**src/rtl/reg_issue_pkg.sv**
```systemverilog
// Shared definitions for the register-file issue stage: opcodes, instruction
// field positions and the issue FSM state encoding.
package reg_issue_pkg;

  localparam int INSTR_W = 16;
  localparam int FIELD_W = 4;

  localparam int OPC_LSB = 12;
  localparam int RD_LSB  = 8;
  localparam int RS1_LSB = 4;
  localparam int RS2_LSB = 0;

  localparam logic [FIELD_W-1:0] OP_NOP  = 4'h0;
  localparam logic [FIELD_W-1:0] OP_ADD  = 4'h1;
  localparam logic [FIELD_W-1:0] OP_HALT = 4'hF;

  typedef enum logic {
    RUN    = 1'b0,
    HALTED = 1'b1
  } state_e;

  function automatic logic [FIELD_W-1:0] instr_field(input logic [INSTR_W-1:0] instr,
                                                      input int lsb);
    return instr[lsb +: FIELD_W];
  endfunction

endpackage

```
**src/rtl/reg_issue_unit_if.sv**
```systemverilog
// Instruction word valid/ready handshake into the issue unit.
interface reg_issue_unit_if;
  import reg_issue_pkg::*;

  logic               in_valid;
  logic               in_ready;
  logic [INSTR_W-1:0] in_instr;

  modport master (output in_valid, output in_instr, input in_ready);
  modport slave  (input in_valid, input in_instr, output in_ready);

endinterface

```
**src/rtl/issue_fifo.sv**
```systemverilog
// Synchronous FIFO with registered occupancy; head word is read combinationally.
module issue_fifo #(
  parameter int DEPTH = 4,
  parameter int WIDTH = 16
) (
  input  logic                     clk,
  input  logic                     rst,
  input  logic                     push,
  input  logic [WIDTH-1:0]         wdata,
  input  logic                     pop,
  output logic [WIDTH-1:0]         rdata,
  output logic                     full,
  output logic                     empty,
  output logic [$clog2(DEPTH):0]   level
);

  localparam int PTR_W = $clog2(DEPTH);
  localparam int LVL_W = PTR_W + 1;

  logic [WIDTH-1:0] mem_q [DEPTH];
  logic [WIDTH-1:0] mem_d [DEPTH];
  logic [PTR_W-1:0] wr_ptr_q, wr_ptr_d;
  logic [PTR_W-1:0] rd_ptr_q, rd_ptr_d;
  logic [LVL_W-1:0] level_q, level_d;
  logic             push_ok, pop_ok;

  assign full    = (level_q == LVL_W'(DEPTH));
  assign empty   = (level_q == '0);
  assign level   = level_q;
  assign rdata   = mem_q[rd_ptr_q];
  assign push_ok = push && !full;
  assign pop_ok  = pop && !empty;

  // Pointers wrap naturally because DEPTH is a power of two.
  always_comb begin
    mem_d    = mem_q;
    wr_ptr_d = wr_ptr_q;
    rd_ptr_d = rd_ptr_q;
    level_d  = level_q;
    if (push_ok) begin
      mem_d[wr_ptr_q] = wdata;
      wr_ptr_d        = wr_ptr_q + PTR_W'(1);
    end
    if (pop_ok) begin
      rd_ptr_d = rd_ptr_q + PTR_W'(1);
    end
    case ({push_ok, pop_ok})
      2'b10:   level_d = level_q + LVL_W'(1);
      2'b01:   level_d = level_q - LVL_W'(1);
      default: level_d = level_q;
    endcase
  end

  always_ff @(posedge clk) begin
    mem_q <= mem_d;
    if (!rst) begin
      wr_ptr_q <= '0;
      rd_ptr_q <= '0;
      level_q  <= '0;
    end else begin
      wr_ptr_q <= wr_ptr_d;
      rd_ptr_q <= rd_ptr_d;
      level_q  <= level_d;
    end
  end

endmodule

```
**src/rtl/reg_issue_unit.sv**
```systemverilog
// Instruction buffer and issue stage feeding the 16x16 register file.
// Optional result capture path enabled by defining RESULT_CAPTURE_EN.
module reg_issue_unit
  import reg_issue_pkg::*;
#(
  parameter int DEPTH  = 4,
  parameter int ADDR_W = 4,
  parameter int DATA_W = 16,
  parameter int CNT_W  = 16
) (
  input  logic                   clk,
  input  logic                   rst,
  reg_issue_unit_if.slave        bus,
  input  logic                   resume,
  output logic                   halted,
  output logic [ADDR_W-1:0]      rf_readaddr1,
  output logic [ADDR_W-1:0]      rf_readaddr2,
  output logic [ADDR_W-1:0]      rf_writeaddr,
  output logic                   rf_w_en,
  input  logic [DATA_W-1:0]      rf_writedata,
  output logic [CNT_W-1:0]       issue_count,
`ifdef RESULT_CAPTURE_EN
  output logic [DATA_W-1:0]      result,
  output logic                   result_valid,
`endif
  output logic [$clog2(DEPTH):0] fifo_level
);

  state_e             state_q, state_d;
  logic [ADDR_W-1:0]  raddr1_q, raddr1_d;
  logic [ADDR_W-1:0]  raddr2_q, raddr2_d;
  logic [ADDR_W-1:0]  waddr_q, waddr_d;
  logic               w_en_q, w_en_d;
  logic [CNT_W-1:0]   count_q, count_d;

  logic               push, pop, full, empty;
  logic [INSTR_W-1:0] head;

  // Ready comes only from registered occupancy, never from the same-cycle pop.
  assign bus.in_ready = !full;
  assign push         = bus.in_valid && !full;

  issue_fifo #(
    .DEPTH (DEPTH),
    .WIDTH (INSTR_W)
  ) u_fifo (
    .clk   (clk),
    .rst   (rst),
    .push  (push),
    .wdata (bus.in_instr),
    .pop   (pop),
    .rdata (head),
    .full  (full),
    .empty (empty),
    .level (fifo_level)
  );

  always_comb begin
    state_d  = state_q;
    raddr1_d = raddr1_q;
    raddr2_d = raddr2_q;
    waddr_d  = waddr_q;
    w_en_d   = 1'b0;
    count_d  = count_q;
    pop      = 1'b0;
    case (state_q)
      RUN: begin
        if (!empty) begin
          pop = 1'b1;
          case (instr_field(head, OPC_LSB))
            OP_ADD: begin
              raddr1_d = ADDR_W'(instr_field(head, RS1_LSB));
              raddr2_d = ADDR_W'(instr_field(head, RS2_LSB));
              waddr_d  = ADDR_W'(instr_field(head, RD_LSB));
              w_en_d   = 1'b1;
              count_d  = count_q + CNT_W'(1);
            end
            OP_HALT: state_d = HALTED;
            default: ;
          endcase
        end
      end
      HALTED: begin
        if (resume) state_d = RUN;
      end
      default: state_d = RUN;
    endcase
  end

  always_ff @(posedge clk) begin
    if (!rst) begin
      state_q  <= RUN;
      raddr1_q <= '0;
      raddr2_q <= '0;
      waddr_q  <= '0;
      w_en_q   <= 1'b0;
      count_q  <= '0;
    end else begin
      state_q  <= state_d;
      raddr1_q <= raddr1_d;
      raddr2_q <= raddr2_d;
      waddr_q  <= waddr_d;
      w_en_q   <= w_en_d;
      count_q  <= count_d;
    end
  end

  assign halted       = (state_q == HALTED);
  assign rf_readaddr1 = raddr1_q;
  assign rf_readaddr2 = raddr2_q;
  assign rf_writeaddr = waddr_q;
  assign rf_w_en      = w_en_q;
  assign issue_count  = count_q;

`ifdef RESULT_CAPTURE_EN
  logic [DATA_W-1:0] result_q, result_d;
  logic              result_valid_q, result_valid_d;

  // rf_writedata is the sum being written during the rf_w_en cycle.
  always_comb begin
    result_d       = result_q;
    result_valid_d = w_en_q;
    if (w_en_q) result_d = rf_writedata;
  end

  always_ff @(posedge clk) begin
    if (!rst) begin
      result_q       <= '0;
      result_valid_q <= 1'b0;
    end else begin
      result_q       <= result_d;
      result_valid_q <= result_valid_d;
    end
  end

  assign result       = result_q;
  assign result_valid = result_valid_q;
`else
  logic unused_writedata;
  assign unused_writedata = ^rf_writedata;
`endif

endmodule

```
**src/flat_wrapper.sv**
```systemverilog
// flat-port wrapper written by rule: the top's interface ports become plain ports
module reg_issue_unit_flat import reg_issue_pkg::*;
#(
  parameter int DEPTH  = 4,
  parameter int ADDR_W = 4,
  parameter int DATA_W = 16,
  parameter int CNT_W  = 16
)
  (clk, rst, resume, halted, rf_readaddr1, rf_readaddr2, rf_writeaddr, rf_w_en, rf_writedata, issue_count, fifo_level, bus_in_valid, bus_in_instr, bus_in_ready);
  reg_issue_unit_if bus_i ();
  input  logic clk;
  input  logic rst;
  input  logic resume;
  output logic halted;
  output logic [ADDR_W-1:0] rf_readaddr1;
  output logic [ADDR_W-1:0] rf_readaddr2;
  output logic [ADDR_W-1:0] rf_writeaddr;
  output logic rf_w_en;
  input  logic [DATA_W-1:0] rf_writedata;
  output logic [CNT_W-1:0] issue_count;
  output logic [$clog2(DEPTH):0] fifo_level;
  input wire logic [$bits(bus_i.in_valid)-1:0] bus_in_valid;
  input wire logic [$bits(bus_i.in_instr)-1:0] bus_in_instr;
  output wire logic [$bits(bus_i.in_ready)-1:0] bus_in_ready;
  assign bus_i.in_valid = bus_in_valid;
  assign bus_i.in_instr = bus_in_instr;
  assign bus_in_ready = bus_i.in_ready;
  reg_issue_unit #(.DEPTH(DEPTH), .ADDR_W(ADDR_W), .DATA_W(DATA_W), .CNT_W(CNT_W)) u_core (.clk(clk), .rst(rst), .bus(bus_i), .resume(resume), .halted(halted), .rf_readaddr1(rf_readaddr1), .rf_readaddr2(rf_readaddr2), .rf_writeaddr(rf_writeaddr), .rf_w_en(rf_w_en), .rf_writedata(rf_writedata), .issue_count(issue_count), .fifo_level(fifo_level));
endmodule
```
**config.mk**
```make
export PLATFORM = sky130hd
export DESIGN_NAME = reg_issue_unit_flat
export DESIGN_NICKNAME = d
export VERILOG_FILES = /design/src/rtl/reg_issue_pkg.sv /design/src/rtl/reg_issue_unit_if.sv /design/src/rtl/issue_fifo.sv /design/src/rtl/reg_issue_unit.sv /design/src/flat_wrapper.sv
export SDC_FILE = /design/constraint.sdc
export NUM_CORES = 1
export LEC_CHECK = 0
export ABC_AREA = 1
export CORE_MARGIN = 5
export CORE_UTILIZATION = 51
export CTS_BUF_LIST = sky130_fd_sc_hd__clkbuf_8
export CTS_CLUSTER_DIAMETER = 150
export DETAILED_ROUTE_END_ITERATION = 10
export GPL_TIMING_DRIVEN = 0
export HOLD_SLACK_MARGIN = 0.15
export PLACE_DENSITY = 0.77
export SYNTH_ARGS = -nofsm -noshare
export SYNTH_HDL_FRONTEND = slang
export SYNTH_HIERARCHICAL = 1
export SYNTH_SLANG_ARGS = --single-unit
```
**constraint.sdc**
```tcl
create_clock -name clk -period 3.82 [get_ports clk]
set_clock_uncertainty 0.2 [all_clocks]
set_input_delay 0.573 -clock clk [delete_from_list [all_inputs] [get_ports clk]]
set_output_delay 0.573 -clock clk [all_outputs]
set_load 0.005 [all_outputs]
```
==> impl_results.md, run 1 <==
* Syn_area_per_cell at 10.1 um^2
* Vias in the first global route at 3,005
* Met3 Use GR at 2.48%
* Switching fraction of total power at 30.8%
* Vias per inst at 5.24
* Fmax achieved at 414 MHz
* Combinational Power Share at 26.7%
* Final nets at 528
* Kind of end point of the critical path: flop
* Yosys warning total at 6
* Clock-pin transition on the worst setup and hold timing paths at 0.09 ns
* Share of cells above drive strength 1 at 9.59%
* Global Route Usage Sum at 17.8%
* Hold Path Origin: u_core/rf_readaddr1[0]$_SDFFE_PN0P_
* Cell Pwr Density at 551 mW/mm^2
* Post-synth top area share at 45.1%
* Slowest CP cell: nor2_2
* Hold EP: u_core/rf_readaddr1[0]$_SDFFE_PN0P_
* Initial antenna violation count at 0
* Buf+Inv Stages, Crit Path at 2
* CTS tree: done
* EDFF count, synth at 64
* Hold path cells at 2
* Switching pwr at 0.872 mW
* Cells after Synth at 421
* Synth async-reset ratio at 0%
* Top-count cell post-synth: nand2_1
* Post-synth top cells: nand2_1 (72), nor2_1 (66), edfxtp_1 (64)
* Status: finished, final reports clean
* Cell Chain, Critical Path: clkdlybuf4s50_1 > inv_1 > nor2_1 > nand2_4 > nor2_2
* Register share of total power at 47.5%
* Largest cells by area after synthesis: edfxtp_1 (45%), dfxtp_1 (17%), nand2_1 (6.3%)
* WL final at 8740 um
* Worst vdd ir at 0.358 mV
* Drc violations at 0
* Sequential cell area fraction in the yosys report at 62.6%
* Worst Reg-to-Reg Cells at 6
* Cts bufs inserted at 9
* First-pass detailed-route iteration total at 4
* Delay-heaviest family, CP: simple AND/OR/NAND/NOR gates
* # port buffers at 53
* Hold Crit Class: reg -> reg
* Post-synth net total at 464
* Met2 Usage GRT at 30.6%
* Final period util at 63.2%
* I/O pin count at 70
* Fin crit period at 2.41 ns
* Row count at 33
* Clk pwr share at 25.7%
* RR Startpoint: u_core/u_fifo/level[1]$_SDFFE_PN0P_
* Cell Int Power at 1.96 mW
* GP Congestion at 0.863
* Max FO, Critical Path at 16
* Top cell type by total area after synthesis: edfxtp_1
* Die Y at 101 um
* Worst-case clock buffer depth at 2
* Chip width at 101 um
* Worst Path Required at 3.60 ns
* Final hold vios at 0
* First-pass GRT wire length at 14,100 um
* Leak at 1.87 nW
* WL/cell at 14.7 um
* Initial core utilization at 52.1%
* Post-CTS Setup Inserts at 0
* Clock latency on the worst-skew pair at 0.36 ns
* Maximum capacitance violations at 0
* Total power at 2.84 mW
* Slew Viols, Final at 0
* Crit-path max cell delay at 0.75 ns
* GR peak layer: met2
* DIE AREA at 0.0103 mm^2
* Slew @ Worst Pin at 0.971 ns
* Worst R2R End: u_core/u_fifo/mem_q[53]$_DFFE_PP_
* Flip-flop and latch count after synthesis at 101
* Startpoint types: primary input
* P&R area growth vs syn at 21.0%
* Cts repair resizes at 0
* H-tree levels at 3
* CTS root buffer: clkbuf_8
* Placeable Area at 0.00818 mm^2
* Post-Syn Area at 0.00426 mm^2
* Crit path kind: in -> reg
* Worst rel slew slack at 35.2%
* Via count at 3,118
* Pin count of the biggest net entering global routing at 19
* # setup viols final at 0
* RSZ-0062 raised after global routing: false
* Reg2reg setup slack at 1.47 ns
* Met1 Resource Use GR at 22.4%
* Total gr overflow at 0
* DR iter-0 viols at 197
* Post-synthesis cell type count at 31
* Predominant post-synthesis flop cell: edfxtp_1
* Dpl hpwl at 6120 um
* Clock tree sinks at 101
* Diode count at 0
* Post-route ant nets at 0
* CP Data Arrival Time at 2.19 ns
* Setup TNS at 0 ns
* # hold bufs at CTS at 0
==> power groups by stage <==
stage / clock, mW / combinational [mW] / sequential, mW
2_1_floorplan: 0 / 0.505 / 1.36
3_3_place_gp: 0 / 0.731 / 1.37
3_5_place_dp: 0 / 0.756 / 1.37
4_1_cts: 0.744 / 0.760 / 1.35
5_1_grt: 0.793 / 0.828 / 1.36
6_report: 0.730 / 0.758 / 1.35
==> tightest hold or removal path: stages (launching register included) <==
cell,delay (ns)
dfxtp_1,0.32
nand2_1,0.06
a21oi_1,0.05
==> layout make-up <==
class                   instances  area, um^2
repair buffers                 53         531
inverters                      40         158
multi-input cells             263        1310
flip-flops and latches        101        2660
plain buffers                  17         141
clock inverters                 7        97.6
fillers                       665        3030
well taps                     105         131
clock buffers                   9         124
==> worst max-delay path by stage <==
stage | start | end | slack [ns] | depth (start not counted)
after global placement | bus_in_valid | u_core/u_fifo/mem_q[1]$_DFFE_PP_ | 0.60 | 5
after floorplan | bus_in_valid | u_core/u_fifo/mem_q[0]$_DFFE_PP_ | 1.61 | 4
final | bus_in_valid | u_core/u_fifo/mem_q[53]$_DFFE_PP_ | 1.41 | 5
after CTS | bus_in_valid | u_core/u_fifo/mem_q[53]$_DFFE_PP_ | 1.39 | 5
after global routing | u_core/u_fifo/level[1]$_SDFFE_PN0P_ | u_core/u_fifo/mem_q[53]$_DFFE_PP_ | 1.31 | 6
after detailed placement | bus_in_valid | u_core/u_fifo/mem_q[49]$_DFFE_PP_ | 1.02 | 5
==> per-layer routing <==
metal / part of all wire (%) / vias to the layer above
met3: 5.6 / 11
met2: 50 / 90
li1: - / 1545
met5: 0 / -
met1: 43 / 1472
met4: 1.5 / 0
==> metrics by stage <==
stage | cells | instance area, um^2 | hold slack, ns | util (%) | setup slack, ns
finish | 595 | 5150 | 0.274 | 63.0 | 1.41
floorplan | 421 | 4260 | 0.260 | - | 1.61
global placement | 579 | 4920 | 0.255 | 60.2 | 0.600
detailed placement | 579 | 4930 | 0.262 | 60.3 | 1.02
CTS | 595 | 5150 | 0.277 | 63.0 | 1.39
global route | 595 | 5150 | 0.296 | 63.0 | 1.31
==> cell families after synthesis <==
logic type / synth area share, %
AOI/OAI and AO/OA: 9.79
buffers and inverters: 7.03
DFF: 62.6
and+or+nand+nor: 17.8
adders and majority gates: 2.23
xor gates and xnor gates: 0.617
==> cell usage in the layout, fill, tap and decap left out, types with 15 or more instances in the layout <==
master           instances
nand2_1                 72
o22ai_1                 16
o21ai_1                 15
clkdlybuf4s50_1         53
nor2_1                  62
o21ai_0                 20
nand3_1                 16
edfxtp_1                64
inv_1                   39
dfxtp_1                 37
a21oi_1                 25
==> flip-flops by register name, indices dropped and copies added, names as in the netlist <==
signal,count
u_core/halted,1
u_core/rf_w_en,1
u_core/u_fifo/rd_ptr_q,2
u_core/rf_readaddr1,4
u_core/u_fifo/wr_ptr_q,2
u_core/rf_writeaddr,4
u_core/u_fifo/level,3
u_core/rf_readaddr2,4
u_core/issue_count,16
u_core/u_fifo/mem_q,64
No activity file was read; power rests on OpenSTA's default activity.
==> run 2: changes to the inputs <==
Clock period 3.82 ns to 2.26 ns, I/O delays scaled along.
==> run 2 against run 1 <==
Final cell count up 1.2%. Largest cell class unchanged. Total power up 72%. Clock-buffer cell count unchanged. Global-route usage about the same.
==> impl_results.md, run 2 (same netlist as run 1, synthesis figures left out) <==
* GP Congestion at 0.863 (unchanged)
* Multi-input gate area at 0.00134 mm^2 (+2.4%)
* # port buffers at 53 (unchanged)
* Max FFs per register at 64 (unchanged)
* Initial core utilization at 52.1% (unchanged)
* CP Data Arrival Time at 2.18 ns (about the same)
* Worst Reg-to-Reg Cells at 12 (+6)
* Clock tree sinks at 101 (unchanged)
* Placed instance count at 579 (unchanged)
* Clock latency on the worst-skew pair at 0.36 ns (about the same)
* Row count at 33 (unchanged)
* DR iter-0 viols at 179 (-9.1%)
* Startpoint types: flop
* Met2 Usage GRT at 31.0% (+0.40 points)
* Kind of end point of the critical path: flop
* Crit path kind: reg -> reg
* Fin cells at 602 (+1.2%)
* CTS tree: done
* Global Route Usage Sum at 17.8% (+0.044 points)
* Fillers at 655 (-1.5%)
* Cell Pwr Density at 932 mW/mm^2 (+69%)
* Clock-pin transition on the worst setup and hold timing paths at 0.10 ns (about the same)
* Dpl hpwl at 6120 um (unchanged)
* I/O pin count at 70 (unchanged)
* Leak at 1.91 nW (+2.4%)
* H-tree levels at 3 (unchanged)
* Maximum capacitance violations at 0 (unchanged)
* Worst vdd ir at 0.630 mV (+76%)
* Met1 Resource Use GR at 22.1% (-0.23 points)
* First-pass detailed-route iteration total at 4 (unchanged)
* Most common cell after layout, fill and taps aside: nand2_1
* Placeable Area at 0.00818 mm^2 (unchanged)
* DIE AREA at 0.0103 mm^2 (unchanged)
* WHS at 0.275 ns (+0.000959 ns)
* Sequential Area at 0.00267 mm^2 (+0.14%)
* Worst Path Required at 2.29 ns (-1.31 ns)
* CTS root buffer: clkbuf_8
* Die Y at 101 um (unchanged)
* Via count at 3,184 (+2.1%)
* Diode count at 0 (unchanged)
* First-pass GRT wire length at 14,100 um (+0.20%)
* Hold path cells at 2 (unchanged)
* Most flop-heavy register: u_core/u_fifo/mem_q
* Chip width at 101 um (unchanged)
* Fin crit period at 2.15 ns
* Total gr overflow at 0 (unchanged)
* Cts bufs inserted at 9 (unchanged)
* Initial antenna violation count at 0 (unchanged)
* Slew Viols, Final at 0 (unchanged)
* Share of cells above drive strength 1 at 12.3% (+2.7 points)
* # hold bufs at CTS at 0 (unchanged)
* Hold Crit Class: reg -> reg
* Drc violations at 0 (unchanged)
* Final hold vios at 0 (unchanged)
* Pin count of the biggest net entering global routing at 19 (unchanged)
* Worst-case clock buffer depth at 2 (unchanged)
* Final period util at 95.3%
* WL/cell at 14.8 um (+0.88%)
* Vias per inst at 5.29 (+0.93%)
* Status: finished, final reports clean
* Final nets at 535 (+1.3%)
* WL final at 8920 um (+2.1%)
* Slew @ Worst Pin at 0.550 ns (-0.421 ns)
* # setup viols final at 0 (unchanged)
* GR peak layer: met2
* Most frequent cells in the layout: nand2_1 (71), edfxtp_1 (64), nor2_1 (61)
* Max FO, Critical Path at 10 (-6)
* P&R area growth vs syn at 23.2%
* Fmax achieved at 464 MHz
* Met3 Use GR at 2.48% (unchanged)
* Vias in the first global route at 3,015 (+0.33%)
* Worst rel slew slack at 63.3% (+28 points)
* Post-route ant nets at 0 (unchanged)
## run 2: cell count changes in the layout (fill, tap and decap cells not counted), moves of 3 or more
cell	change
dfxtp_2	+3
dfxtp_1	-3
nor2_4	+4
buf_4	+6
nor2_2	-3
## run 2: cell type report
class / count / area share [%]
Multi-Input combinational cell: 263 / 25.5
Clock buffer: 9 / 2.36
Inverter: 40 / 3.01
Timing Repair Buffer: 60 / 11.1
Clock inverter: 7 / 1.86
Sequential cell: 101 / 50.9
Buffer: 17 / 2.79
Tap cell: 105 / 2.51
## run 2: power breakdown
| part | internal [mW] | switching [mW] | leakage (nW) |
|---|---|---|---|
| clock network | 0.632 | 0.602 | 0.112 |
| logic | 0.548 | 0.823 | 0.910 |
| registers | 2.19 | 0.0877 | 0.887 |
## run 2: worst paths after layout
path                                           from                             endpoint  slack, ns
max          u_core/u_fifo/rd_ptr_q[1]$_SDFFE_PN0P_   u_core/issue_count[6]$_SDFFE_PN0P_       0.11
min             u_core/rf_readaddr1[0]$_SDFFE_PN0P_  u_core/rf_readaddr1[0]$_SDFFE_PN0P_       0.28
max reg2reg  u_core/u_fifo/rd_ptr_q[1]$_SDFFE_PN0P_   u_core/issue_count[6]$_SDFFE_PN0P_       0.11
min reg2reg     u_core/rf_readaddr1[0]$_SDFFE_PN0P_  u_core/rf_readaddr1[0]$_SDFFE_PN0P_       0.28
## run 2: metrics by stage
step	total power, mW	TNS (ns)	area [um^2]	worst slack [ns]	util (%)
floorplan	3.16	0	4260	0.0518	-
global placement	3.55	-44.31	4920	-0.726	60.2
detailed placement	3.60	-18.36	4930	-0.308	60.3
CTS	4.85	0	5180	0.0192	63.3
global route	5.14	-0.0326	5240	-0.0232	64.1
finish	4.89	0	5240	0.106	64.1
## run 2: worst max-delay path, cell delays in order, from the launching register on
cell and delay (ns):
dfxtp_1 0.32, buf_6 0.14, inv_4 0.09, buf_4 0.18, o21ai_1 0.09, o22ai_2 0.17, inv_1 0.07, nor2_2 0.13
nand3_4 0.12, nor2_4 0.20, buf_4 0.14, xnor2_1 0.11, nor2_1 0.05
## run 2: what timing repair did
action	4_1_cts	5_1_grt
setup endpoints to repair	65	22
pin swaps	1	4
buffers inserted	1	6
gates cloned	0	0
resized for setup	4	9
## run 2: layer usage
metal  vias up  part of all wire (%)  wire, um
met1      1509                    43      3850
met4         0                   1.8       159
met3        14                   5.1       451
li1       1563                     -         -
met2        98                    50      4460
met5         -                     0         0
==> run 3: changes to the inputs <==
Clock period 2.26 ns to 2.4 ns, I/O delays scaled along.
==> run 3 against run 2 <==
Via count shrank 2.0%. Core utilization decreased by 1.0 points. Die area unchanged. Worst hold slack got worse by 0.00057 ns. Sequential share of layout area increased by 0.81 points. Largest power group unchanged.
==> impl_results.md, run 3 (same netlist as run 1, synthesis figures left out) <==
* Placed Area at 0.00493 mm^2 (unchanged)
* Reg2reg setup slack at 0.1 ns (about the same)
* Initial antenna violation count at 0 (unchanged)
* Pin count of the biggest net entering global routing at 19 (unchanged)
* Placed instance count at 579 (unchanged)
* Cts bufs inserted at 9 (unchanged)
* Met3 Use GR at 2.48% (unchanged)
* Final nets at 528 (-1.3%)
* Max FO, Critical Path at 16 (+6)
* First-pass GRT wire length at 14,100 um (-0.20%)
* GR peak layer: met2
* Worst-case clock buffer depth at 2 (unchanged)
* Clock tree sinks at 101 (unchanged)
* Most common cell after layout, fill and taps aside: nand2_1
* CTS tree: done
* Worst vdd ir at 0.569 mV (-9.7%)
* Final hold vios at 0 (unchanged)
* Post-CTS Setup Inserts at 0 (-1)
* WHS at 0.275 ns (-0.000574 ns)
* DR iter-0 viols at 225 (+26%)
* Vias per inst at 5.25 (-0.83%)
* Status: finished, final reports clean
* # port buffers at 53 (unchanged)
* CTS root buffer: clkbuf_8
* Met2 Usage GRT at 30.6% (-0.40 points)
* Worst R2R End: u_core/u_fifo/mem_q[23]$_DFFE_PP_
* RR Startpoint: u_core/u_fifo/level[1]$_SDFFE_PN0P_
* # setup viols final at 0 (unchanged)
* Met1 Resource Use GR at 22.4% (+0.23 points)
* GP Congestion at 0.863 (unchanged)
* Crit-path most repeated cell: nor2_2
* Most frequent cells in the layout: nand2_1 (72), edfxtp_1 (64), nor2_1 (62)
* Clock-pin transition on the worst setup and hold timing paths at 0.10 ns (about the same)
* DIE AREA at 0.0103 mm^2 (unchanged)
* Crit-path max cell delay at 0.75 ns (+0.43 ns)
* Setup TNS at 0 ns (unchanged)
* First-pass detailed-route iteration total at 4 (unchanged)
* Slew Viols, Final at 0 (unchanged)
* CP Data Arrival Time at 2.08 ns (-0.10 ns)
* Fin cells at 595 (-1.2%)
* Total power at 4.52 mW (-7.5%)
* Worst Path Required at 2.18 ns (-0.11 ns)
* H-tree levels at 3 (unchanged)
* Diode count at 0 (unchanged)
* Total gr overflow at 0 (unchanged)
* Post-route ant nets at 0 (unchanged)
* Most flop-heavy register: u_core/u_fifo/mem_q
* Fmax achieved at 434 MHz (-6.5%)
* Design Area, Final at 0.00516 mm^2 (-1.6%)
* Critical path depth at 6 (-6)
* Initial core utilization at 52.1% (unchanged)
* Slowest CP cell: nor2_2
* Global Route Usage Sum at 17.8% (-0.044 points)
* CP startpoint: u_core/u_fifo/level[1]$_SDFFE_PN0P_
* Share of cells above drive strength 1 at 10.4% (-1.9 points)
* WL/cell at 14.7 um (-1.0%)
* RSZ-0062 raised after global routing: true
* Cts repair resizes at 0 (-4)
* Via count at 3,121 (-2.0%)
* Finished Core Util at 63.1% (-1.0 points)
* Placeable Area at 0.00818 mm^2 (unchanged)
* Kind of end point of the critical path: flop
* I/O pin count at 70 (unchanged)
* Worst rel slew slack at 36.2% (-27 points)
* Die Y at 101 um (unchanged)
* Dpl ws at -0.189 ns (+0.119 ns)
* # hold bufs at CTS at 0 (unchanged)
* Crit path kind: reg -> reg
* Slew @ Worst Pin at 0.957 ns (+0.407 ns)
* Maximum capacitance violations at 0 (unchanged)
* WL final at 8730 um (-2.2%)
* Worst Reg-to-Reg Cells at 6 (-6)
* Drc violations at 0 (unchanged)
* Row count at 33 (unchanged)
* Crit path to: u_core/u_fifo/mem_q[23]$_DFFE_PP_
* Hold Crit Class: reg -> reg
* Chip width at 101 um (unchanged)
* Clock latency on the worst-skew pair at 0.36 ns (about the same)
* Cell Chain, Critical Path: nor2_2 > nand2_2 > inv_1 > nor2_1 > nand2_4 > nor2_2
* Vias in the first global route at 3,005 (-0.33%)
* Startpoint types: flop
* Final setup margin at 0.0969 ns (-0.00877 ns)
* Delay-heaviest family, CP: simple AND/OR/NAND/NOR gates
* Buf+Inv Stages, Crit Path at 1 (-4)
* Dpl hpwl at 6120 um (unchanged)
* P&R area growth vs syn at 21.2%
* Fin crit period at 2.30 ns (+0.149 ns)
* Final period util at 96.0% (+0.64 points)
* Max FFs per register at 64 (unchanged)
* Leak at 1.87 nW (-2.0%)
* Cell Pwr Density at 876 mW/mm^2 (-6.0%)
[run 3: routing by layer]
layer  part of all wire [%]  routed length (um)  vias to the layer above
li1                       -                   -                     1543
met1                     43                3730                     1476
met2                     50                4330                       91
met3                    6.1                 534                       11
met4                    1.4                 126                        0
met5                      0                   0                        -
[run 3: worst min path at each step]
stage | from | to | slack (ns) | cells past startpoint
after CTS | u_core/rf_readaddr2[1]$_SDFFE_PN0P_ | u_core/rf_readaddr2[1]$_SDFFE_PN0P_ | 0.28 | 2
after floorplan | bus_in_instr[0] | u_core/u_fifo/mem_q[0]$_DFFE_PP_ | 0.26 | 0
after detailed placement | u_core/rf_readaddr2[1]$_SDFFE_PN0P_ | u_core/rf_readaddr2[1]$_SDFFE_PN0P_ | 0.26 | 2
after global placement | u_core/rf_readaddr2[1]$_SDFFE_PN0P_ | u_core/rf_readaddr2[1]$_SDFFE_PN0P_ | 0.26 | 2
after global routing | u_core/rf_readaddr2[3]$_SDFFE_PN0P_ | u_core/rf_readaddr2[3]$_SDFFE_PN0P_ | 0.30 | 2
final | u_core/rf_readaddr1[0]$_SDFFE_PN0P_ | u_core/rf_readaddr1[0]$_SDFFE_PN0P_ | 0.27 | 2
[run 3: final cells by class]
type | instances | area (um^2)
multi-input combinational | 263 | 1310
buffer | 17 | 143
fill | 664 | 3020
clock buffer | 9 | 124
clock inverter | 7 | 97.6
tap | 105 | 131
sequential | 101 | 2670
inverter | 40 | 158
timing repair buffer | 53 | 531
[run 3: power by group]
| part | switching [mW] | total (mW) | internal (mW) |
|---|---|---|---|
| clock | 0.568 | 1.16 | 0.595 |
| combinational | 0.742 | 1.21 | 0.467 |
| sequential | 0.0824 | 2.15 | 2.07 |
[run 3: tightest hold or removal path, stage by stage (launching register included)]
cell and delay, ns:
dfxtp_1 0.32, nand2_1 0.06, a21oi_1 0.05
